===== config.mk =====
export PLATFORM = sky130hd
export DESIGN_NAME = muldiv_unit
export DESIGN_NICKNAME = d
export VERILOG_FILES = /design/src/rtl/mips_pkg.sv /design/src/rtl/muldiv_divider.sv /design/src/rtl/muldiv_unit.sv
export SDC_FILE = /design/constraint.sdc
export NUM_CORES = 1
export LEC_CHECK = 0
export CAP_MARGIN = 20
export CORE_MARGIN = 2
export CORE_UTILIZATION = 50
export DETAILED_ROUTE_END_ITERATION = 10
export DONT_BUFFER_PORTS = 1
export GPL_TIMING_DRIVEN = 0
export HOLD_SLACK_MARGIN = 0.06
export PLACE_DENSITY = 0.68
export SLEW_MARGIN = 20
export SYNTH_ARGS = -nofsm -noshare
export SYNTH_HDL_FRONTEND = slang
export SYNTH_SLANG_ARGS = --single-unit

===== constraint.sdc =====
create_clock -name clock -period 3.88 [get_ports clock]
set_input_delay 0.776 -clock clock [delete_from_list [all_inputs] [get_ports clock]]
set_output_delay 0.776 -clock clock [all_outputs]
set_load 0.03 [all_outputs]

===== src/rtl/mips_pkg.sv =====
// rtl/mips_pkg.sv - shared MIPS opcode/funct encodings and muldiv FSM types
package mips_pkg;

    localparam logic [5:0] OP_SPECIAL = 6'b000000;

    localparam logic [5:0] F_MFHI  = 6'b010000;
    localparam logic [5:0] F_MTHI  = 6'b010001;
    localparam logic [5:0] F_MFLO  = 6'b010010;
    localparam logic [5:0] F_MTLO  = 6'b010011;
    localparam logic [5:0] F_MULT  = 6'b011000;
    localparam logic [5:0] F_MULTU = 6'b011001;
    localparam logic [5:0] F_DIV   = 6'b011010;
    localparam logic [5:0] F_DIVU  = 6'b011011;

    typedef enum logic [1:0] {
        ST_IDLE,
        ST_MUL,
        ST_DIV,
        ST_FIX
    } md_state_e;

    // Single-cycle operations captured at start and retired on the following edge
    typedef enum logic [2:0] {
        PD_NONE,
        PD_MTHI,
        PD_MTLO,
        PD_MFHI,
        PD_MFLO,
        PD_DZ,
        PD_ILL,
        PD_FMUL
    } md_pend_e;

    function automatic logic is_signed_op(input logic [5:0] funct);
        return (funct == F_MULT) || (funct == F_DIV);
    endfunction

endpackage


===== src/rtl/muldiv_divider.sv =====
// rtl/muldiv_divider.sv - restoring unsigned divider core, one quotient bit per step
module muldiv_divider #(
    parameter int DATA_WIDTH = 32
) (
    input  logic                  clock,
    input  logic                  reset,
    input  logic                  load,
    input  logic                  step,
    input  logic [DATA_WIDTH-1:0] dividend,
    input  logic [DATA_WIDTH-1:0] divisor,
    output logic [DATA_WIDTH-1:0] quotient,
    output logic [DATA_WIDTH-1:0] remainder,
    output logic                  last
);

    localparam int CW = $clog2(DATA_WIDTH + 1);

    logic [DATA_WIDTH-1:0] quo_q, quo_d;
    logic [DATA_WIDTH-1:0] rem_q, rem_d;
    logic [DATA_WIDTH-1:0] dvs_q, dvs_d;
    logic [CW-1:0]         cnt_q, cnt_d;
    logic [DATA_WIDTH:0]   shifted;
    logic                  fits;
    logic [DATA_WIDTH-1:0] diff;

    // Partial remainder shifted left with the next dividend bit; it is always below
    // 2*divisor, so the difference fits in DATA_WIDTH bits whenever it is taken.
    assign shifted = {rem_q, quo_q[DATA_WIDTH-1]};
    assign fits    = shifted >= {1'b0, dvs_q};
    assign diff    = shifted[DATA_WIDTH-1:0] - dvs_q;

    // Load operands or perform one restoring iteration
    always_comb begin
        quo_d = quo_q;
        rem_d = rem_q;
        dvs_d = dvs_q;
        cnt_d = cnt_q;
        if (load) begin
            quo_d = dividend;
            rem_d = '0;
            dvs_d = divisor;
            cnt_d = CW'(DATA_WIDTH);
        end else if (step) begin
            rem_d = fits ? diff : shifted[DATA_WIDTH-1:0];
            quo_d = {quo_q[DATA_WIDTH-2:0], fits};
            cnt_d = cnt_q - CW'(1);
        end
    end

    // Divider state registers
    always_ff @(posedge clock) begin
        if (reset) begin
            quo_q <= '0;
            rem_q <= '0;
            dvs_q <= '0;
            cnt_q <= '0;
        end else begin
            quo_q <= quo_d;
            rem_q <= rem_d;
            dvs_q <= dvs_d;
            cnt_q <= cnt_d;
        end
    end

    assign quotient  = quo_q;
    assign remainder = rem_q;
    assign last      = (cnt_q == CW'(1));

endmodule


===== src/rtl/muldiv_unit.sv =====
// rtl/muldiv_unit.sv - MIPS HI/LO multiply/divide unit; MULDIV_FAST_MUL_EN selects single-cycle multiply
module muldiv_unit
    import mips_pkg::*;
#(
    parameter int DATA_WIDTH = 32
) (
    input  logic                  clock,
    input  logic                  reset,
    input  logic                  start,
    input  logic [31:0]           instruction,
    input  logic [DATA_WIDTH-1:0] regA,
    input  logic [DATA_WIDTH-1:0] regB,
    output logic                  busy,
    output logic                  done,
    output logic [DATA_WIDTH-1:0] result,
    output logic [DATA_WIDTH-1:0] hi,
    output logic [DATA_WIDTH-1:0] lo,
    output logic                  div_by_zero,
    output logic                  illegal
);

    localparam int W  = DATA_WIDTH;
    localparam int CW = $clog2(W + 1);

    md_state_e       state_q, state_d;
    md_pend_e        pend_q, pend_d;
    logic [W-1:0]    pend_data_q, pend_data_d;
    logic [W-1:0]    mcand_q, mcand_d;
    logic [W-1:0]    hi_q, hi_d, lo_q, lo_d, result_q, result_d;
    logic            neg_p_q, neg_p_d, neg_r_q, neg_r_d, is_div_q, is_div_d;
    logic            busy_q, busy_d, done_q, done_d, dz_q, dz_d, ill_q, ill_d;

    logic [5:0]      funct;
    logic            opc_ok, sgn, a_neg, b_neg;
    logic [W-1:0]    mag_a, mag_b;
    logic            unused_instr;

    logic            div_load, div_step, div_last;
    logic [W-1:0]    div_quo, div_rem;

`ifdef MULDIV_FAST_MUL_EN
    logic [2*W-1:0]  fast_prod;
    assign fast_prod = {{W{1'b0}}, mcand_q} * {{W{1'b0}}, pend_data_q};
`else
    logic [CW-1:0]   cnt_q, cnt_d;
    logic [2*W-1:0]  prod_q, prod_d;
    logic [W:0]      mul_sum;
    // Shift-add: low half holds the remaining multiplier bits, high half accumulates
    assign mul_sum = {1'b0, prod_q[2*W-1:W]} + (prod_q[0] ? {1'b0, mcand_q} : '0);
`endif

    assign funct        = instruction[5:0];
    assign opc_ok       = (instruction[31:26] == OP_SPECIAL);
    assign unused_instr = ^instruction[25:6];
    assign sgn          = is_signed_op(funct);
    assign a_neg        = sgn & regA[W-1];
    assign b_neg        = sgn & regB[W-1];
    assign mag_a        = a_neg ? -regA : regA;
    assign mag_b        = b_neg ? -regB : regB;

    muldiv_divider #(.DATA_WIDTH(W)) u_divider (
        .clock     (clock),
        .reset     (reset),
        .load      (div_load),
        .step      (div_step),
        .dividend  (mag_a),
        .divisor   (mag_b),
        .quotient  (div_quo),
        .remainder (div_rem),
        .last      (div_last)
    );

    // Next-state: retire captured single-cycle ops, then advance the FSM
    always_comb begin
        state_d     = state_q;
        pend_d      = PD_NONE;
        pend_data_d = pend_data_q;
        mcand_d     = mcand_q;
        neg_p_d     = neg_p_q;
        neg_r_d     = neg_r_q;
        is_div_d    = is_div_q;
        hi_d        = hi_q;
        lo_d        = lo_q;
        result_d    = result_q;
        busy_d      = busy_q;
        done_d      = 1'b0;
        dz_d        = 1'b0;
        ill_d       = 1'b0;
        div_load    = 1'b0;
        div_step    = 1'b0;
`ifdef MULDIV_FAST_MUL_EN
`else
        cnt_d       = cnt_q;
        prod_d      = prod_q;
`endif

        case (pend_q)
            PD_MTHI: begin hi_d = pend_data_q; done_d = 1'b1; end
            PD_MTLO: begin lo_d = pend_data_q; done_d = 1'b1; end
            PD_MFHI: begin result_d = hi_q; done_d = 1'b1; end
            PD_MFLO: begin result_d = lo_q; done_d = 1'b1; end
            PD_DZ:   begin dz_d = 1'b1; done_d = 1'b1; end
            PD_ILL:  begin ill_d = 1'b1; done_d = 1'b1; end
`ifdef MULDIV_FAST_MUL_EN
            PD_FMUL: begin
                {hi_d, lo_d} = neg_p_q ? -fast_prod : fast_prod;
                done_d = 1'b1;
            end
`endif
            default: ;
        endcase

        case (state_q)
            ST_IDLE: begin
                if (start) begin
                    if (!opc_ok) begin
                        pend_d = PD_ILL;
                    end else begin
                        case (funct)
                            F_MTHI: begin pend_d = PD_MTHI; pend_data_d = regA; end
                            F_MTLO: begin pend_d = PD_MTLO; pend_data_d = regA; end
                            F_MFHI: pend_d = PD_MFHI;
                            F_MFLO: pend_d = PD_MFLO;
                            F_MULT, F_MULTU: begin
                                mcand_d  = mag_a;
                                neg_p_d  = a_neg ^ b_neg;
                                is_div_d = 1'b0;
`ifdef MULDIV_FAST_MUL_EN
                                pend_d      = PD_FMUL;
                                pend_data_d = mag_b;
`else
                                prod_d  = {{W{1'b0}}, mag_b};
                                cnt_d   = CW'(W);
                                state_d = ST_MUL;
                                busy_d  = 1'b1;
`endif
                            end
                            F_DIV, F_DIVU: begin
                                if (regB == '0) begin
                                    pend_d = PD_DZ;
                                end else begin
                                    div_load = 1'b1;
                                    neg_p_d  = a_neg ^ b_neg;
                                    neg_r_d  = a_neg;
                                    is_div_d = 1'b1;
                                    state_d  = ST_DIV;
                                    busy_d   = 1'b1;
                                end
                            end
                            default: pend_d = PD_ILL;
                        endcase
                    end
                end
            end
`ifdef MULDIV_FAST_MUL_EN
`else
            ST_MUL: begin
                prod_d = {mul_sum, prod_q[W-1:1]};
                cnt_d  = cnt_q - CW'(1);
                if (cnt_q == CW'(1)) state_d = ST_FIX;
            end
`endif
            ST_DIV: begin
                div_step = 1'b1;
                if (div_last) state_d = ST_FIX;
            end
            ST_FIX: begin
                state_d = ST_IDLE;
                busy_d  = 1'b0;
                done_d  = 1'b1;
                if (is_div_q) begin
                    lo_d = neg_p_q ? -div_quo : div_quo;
                    hi_d = neg_r_q ? -div_rem : div_rem;
                end
`ifdef MULDIV_FAST_MUL_EN
`else
                else begin
                    {hi_d, lo_d} = neg_p_q ? -prod_q : prod_q;
                end
`endif
            end
            default: state_d = ST_IDLE;
        endcase
    end

    // State and registered outputs
    always_ff @(posedge clock) begin
        if (reset) begin
            state_q     <= ST_IDLE;
            pend_q      <= PD_NONE;
            pend_data_q <= '0;
            mcand_q     <= '0;
            neg_p_q     <= 1'b0;
            neg_r_q     <= 1'b0;
            is_div_q    <= 1'b0;
            hi_q        <= '0;
            lo_q        <= '0;
            result_q    <= '0;
            busy_q      <= 1'b0;
            done_q      <= 1'b0;
            dz_q        <= 1'b0;
            ill_q       <= 1'b0;
`ifdef MULDIV_FAST_MUL_EN
`else
            cnt_q       <= '0;
            prod_q      <= '0;
`endif
        end else begin
            state_q     <= state_d;
            pend_q      <= pend_d;
            pend_data_q <= pend_data_d;
            mcand_q     <= mcand_d;
            neg_p_q     <= neg_p_d;
            neg_r_q     <= neg_r_d;
            is_div_q    <= is_div_d;
            hi_q        <= hi_d;
            lo_q        <= lo_d;
            result_q    <= result_d;
            busy_q      <= busy_d;
            done_q      <= done_d;
            dz_q        <= dz_d;
            ill_q       <= ill_d;
`ifdef MULDIV_FAST_MUL_EN
`else
            cnt_q       <= cnt_d;
            prod_q      <= prod_d;
`endif
        end
    end

    assign busy        = busy_q;
    assign done        = done_q;
    assign result      = result_q;
    assign hi          = hi_q;
    assign lo          = lo_q;
    assign div_by_zero = dz_q;
    assign illegal     = ill_q;

endmodule


==> impl_metrics.py <==
metrics = {
    "hold_path": {
        "min_path_cells": 2,
        "hold_class": "in2reg",
    },
    "route": {
        "route.detailed.drc": 0,
        "wl_mm": 97.4,
        "dr.pass1.iters": 7,
        "first_iter_violations": 2978,
        "dr_total_vias": 23100,
        "routed_via_density": 6.66,
        "routedWlPerCell_um": 28.1,
        "ant_nets": 0,
    },
    "timing": {
        "rsz0062_at_grt": "no",
        "post-route-period-util": 0.977,
        "setup_viol": 0,
        "fin_skew_ns": 0.0167,
        "maxSlewViolCount": 0,
        "final.min_clock_period_ns": 3.79,
        "slew_headroom": 0.167,
        "worst_pin_slew_ns": 1.24,
        "fmax_mhz": 264,
        "finalHoldViolCount": 0,
    },
    "synthesis": {
        "synthTopCellsByCount": "344 x dfxtp_1, 339 x nor2_1, 232 x nand2_1, 213 x a21oi_1, 185 x a211oi_1",
        "synth_most_common_cell": "dfxtp_1",
        "yosys-top-cells-area": "dfxtp_1 31%, a211oi_1 6.3%, nor2_1 5.8%",
        "synth_cell_types": 89,
        "yosysSeqAreaShare": 0.315,
        "synth.largest_area_cell": "dfxtp_1",
        "synthXorXnorAreaFrac": 0.0832,
        "synth_top_family_by_area": "compound AO/OA/AOI/OAI gates",
        "netlist_instances": 2809,
        "synth_compound_area_frac": 0.265,
        "synth-simple-area-share": 0.215,
        "syn_area_per_cell_um2": 7.79,
        "synth_top_area_frac": 0.315,
        "synth_fa_ha_area_frac": 0.0464,
        "synthesis.nets": 2988,
        "ys_warn_count": 0,
        "async_flop_share": 0,
        "synth_edf_count": 0,
        "synth.cell_area_um2": 21900,
        "synthMuxAreaShare": 0.0298,
        "ys_ff_latch": 344,
        "synth_ff_type": "dfxtp_1",
    },
    "clock_tree": {
        "cts_buffers": 40,
        "cts_num_sinks": 344,
        "clockRootBuffer": "clkbuf_16",
        "cts.hold.buffers_added": 0,
        "path_clk_slew_ns": 0.06,
        "htreeDepth": 2,
        "clk_latency_ns": 0.59,
        "clock_path_buffers": 3,
        "tritoncts": "done",
    },
    "critical_path": {
        "crit_path_start": "prod_q[1]",
        "crit_path_max_incr_delay_ns": 0.52,
        "path_delay_family": "simple AND/OR/NAND/NOR gates",
        "end_kind": "flop",
        "rr_startpoint": "prod_q[1]",
        "reg2regPathDepth": 11,
        "path_depth": 11,
        "setup.worst_path.end": "hi[30]",
        "crit_top_cell": "or3_1",
        "cp_slowest_cell": "xor2_1",
        "crit_path_start_kind": "flop",
        "critical_path_class": "reg2reg",
        "worstPathCellList": "inv_1 -> ha_1 -> or3b_1 -> or3_1 -> or3_1 -> buf_2 -> nand4b_1 -> or2_1 -> o21ai_1 -> xor2_1 -> a2111oi_1",
        "critPathRequiredTime_ns": 4.30,
        "path_buf_inv": 2,
        "rr_endpoint": "hi[30]",
        "rrSetupSlack_ns": 0.09,
        "arrival_ns": 4.21,
        "crit_fanout": 10,
    },
    "global_routing": {
        "grt-busiest-layer": "met2",
        "grt_usage": 0.418,
        "use_met1": 0.559,
        "grt_pass1_wl_mm": 138,
        "grt_pass1_vias": 20800,
        "use_met2": 0.640,
        "grt_max_degree": 14,
        "met3_usage": 0.0987,
        "antenna_found_initial": 6,
        "gr-total-overflow": 0,
    },
    "outcome": {
        "status": "finished, final reports clean",
    },
    "placement": {
        "gp_congestion": 1.06,
        "dp_cells": 3394,
        "io_buffers": 0,
        "dpl_cell_area_um2": 22600,
        "dpl.hpwl_mm": 78.5,
    },
    "die": {
        "initial_core_util": 0.507,
        "pin_count": 199,
        "coreArea_um2": 43200,
        "die_h_um": 213,
        "die_x_um": 213,
        "rows": 76,
        "die_area_um2": 45500,
    },
    "power_and_ir_drop": {
        "power.density_nw_per_um2": 692,
        "power.total_mw": 16.6,
        "peakVddDrop_uv": 591,
        "p_leak_nw": 8.94,
    },
    "layout": {
        "nFillCells": 4216,
        "area_growth_pct": 9.31,
        "finalNonFillerCells": 3464,
        "layout-drive-gt1-share": 0.0396,
        "finalNetCount": 3030,
        "postLayoutCoreUtil": 0.554,
        "finalInstanceArea_um2": 23900,
    },
    "flow_run": {
        "maxCapViolCount": 0,
    },
}
sequential cells by signal, indices dropped and copies added (netlist names):
signal / count
pend_q: 3
u_divider.dvs_q: 32
busy: 1
mcand_q: 32
lo: 32
illegal: 1
div_by_zero: 1
pend_data_q: 32
result: 32
cnt_q: 6
neg_p_q: 1
state_q: 2
u_divider.remainder: 32
neg_r_q: 1
u_divider.quotient: 32
hi: 32
done: 1
u_divider.cnt_q: 6
prod_q: 64
is_div_q: 1
per-stage QoR:
step / hold WS, ns / setup WS (ns) / TNS (ns)
after floorplan: 0.432 / 0.747 / 0
after global placement: 0.444 / -0.195 / -9.29
after detailed placement: 0.447 / -0.279 / -15.70
after CTS: 0.311 / 0.0630 / 0
after global routing: 0.330 / 0.00757 / 0
final: 0.327 / 0.0883 / 0
layout by cell type, fill, tap and decap left out, drive strengths merged, types with 63 or more instances in the layout:
cell and n:
a211oi 185, a21oi 213, clkbuf 214, dfxtp 344, ha 78, inv 84, mux2i 63, nand2 232
nor2 341, nor3 80, o21ai 151, xnor2 111, xor2 97
logic make-up after synthesis:
group                    count (synthesis)
XOR/XNOR                               208
adder cells (fa/ha/maj)                 80
flip-flops                             344
buffers and inverters                  264
multiplexers                            64
AND/OR/NAND/NOR                        979
AO/OA/AOI/OAI                          870
cell type report:
class	instances	area (µm²)	share of cell area
Sequential cell	344	6890	0.288
Inverter	82	308	0.0129
Buffer	182	704	0.0294
Tap cell	585	732	0.0306
Antenna cell	1	2.50	0.000105
Clock buffer	54	1100	0.0461
Clock inverter	15	170	0.00711
Multi-Input combinational cell	2201	14000	0.586
worst min-delay path by stage:
stage | from | end | slack, ns
finish | regA[9] | pend_data_q[9] | 0.33
global route | regA[29] | pend_data_q[29] | 0.33
CTS | regA[22] | pend_data_q[22] | 0.31
detailed placement | mcand_q[31] | mcand_q[31] | 0.45
global placement | mcand_q[31] | mcand_q[31] | 0.44
floorplan | mcand_q[31] | mcand_q[31] | 0.43
metal layers:
| metal | wire length (µm) | up-vias |
|---|---|---|
| li1 | - | 10400 |
| met1 | 40000 | 11100 |
| met2 | 41800 | 1370 |
| met3 | 10800 | 222 |
| met4 | 4800 | 8 |
| met5 | 50 | - |
report_power, final:
part	total [mW]	switching, mW	internal (mW)
Combinational	8.12	5.12	3.00
Clock	3.77	1.63	2.15
Sequential	4.66	0.779	3.88
timing repair:
item                                    4_1_cts  5_1_grt
endpoints found under the setup margin        5       28
setup buffers                                 0        0
gates resized for setup                       2       11
Power figures use the tool's default switching activity.
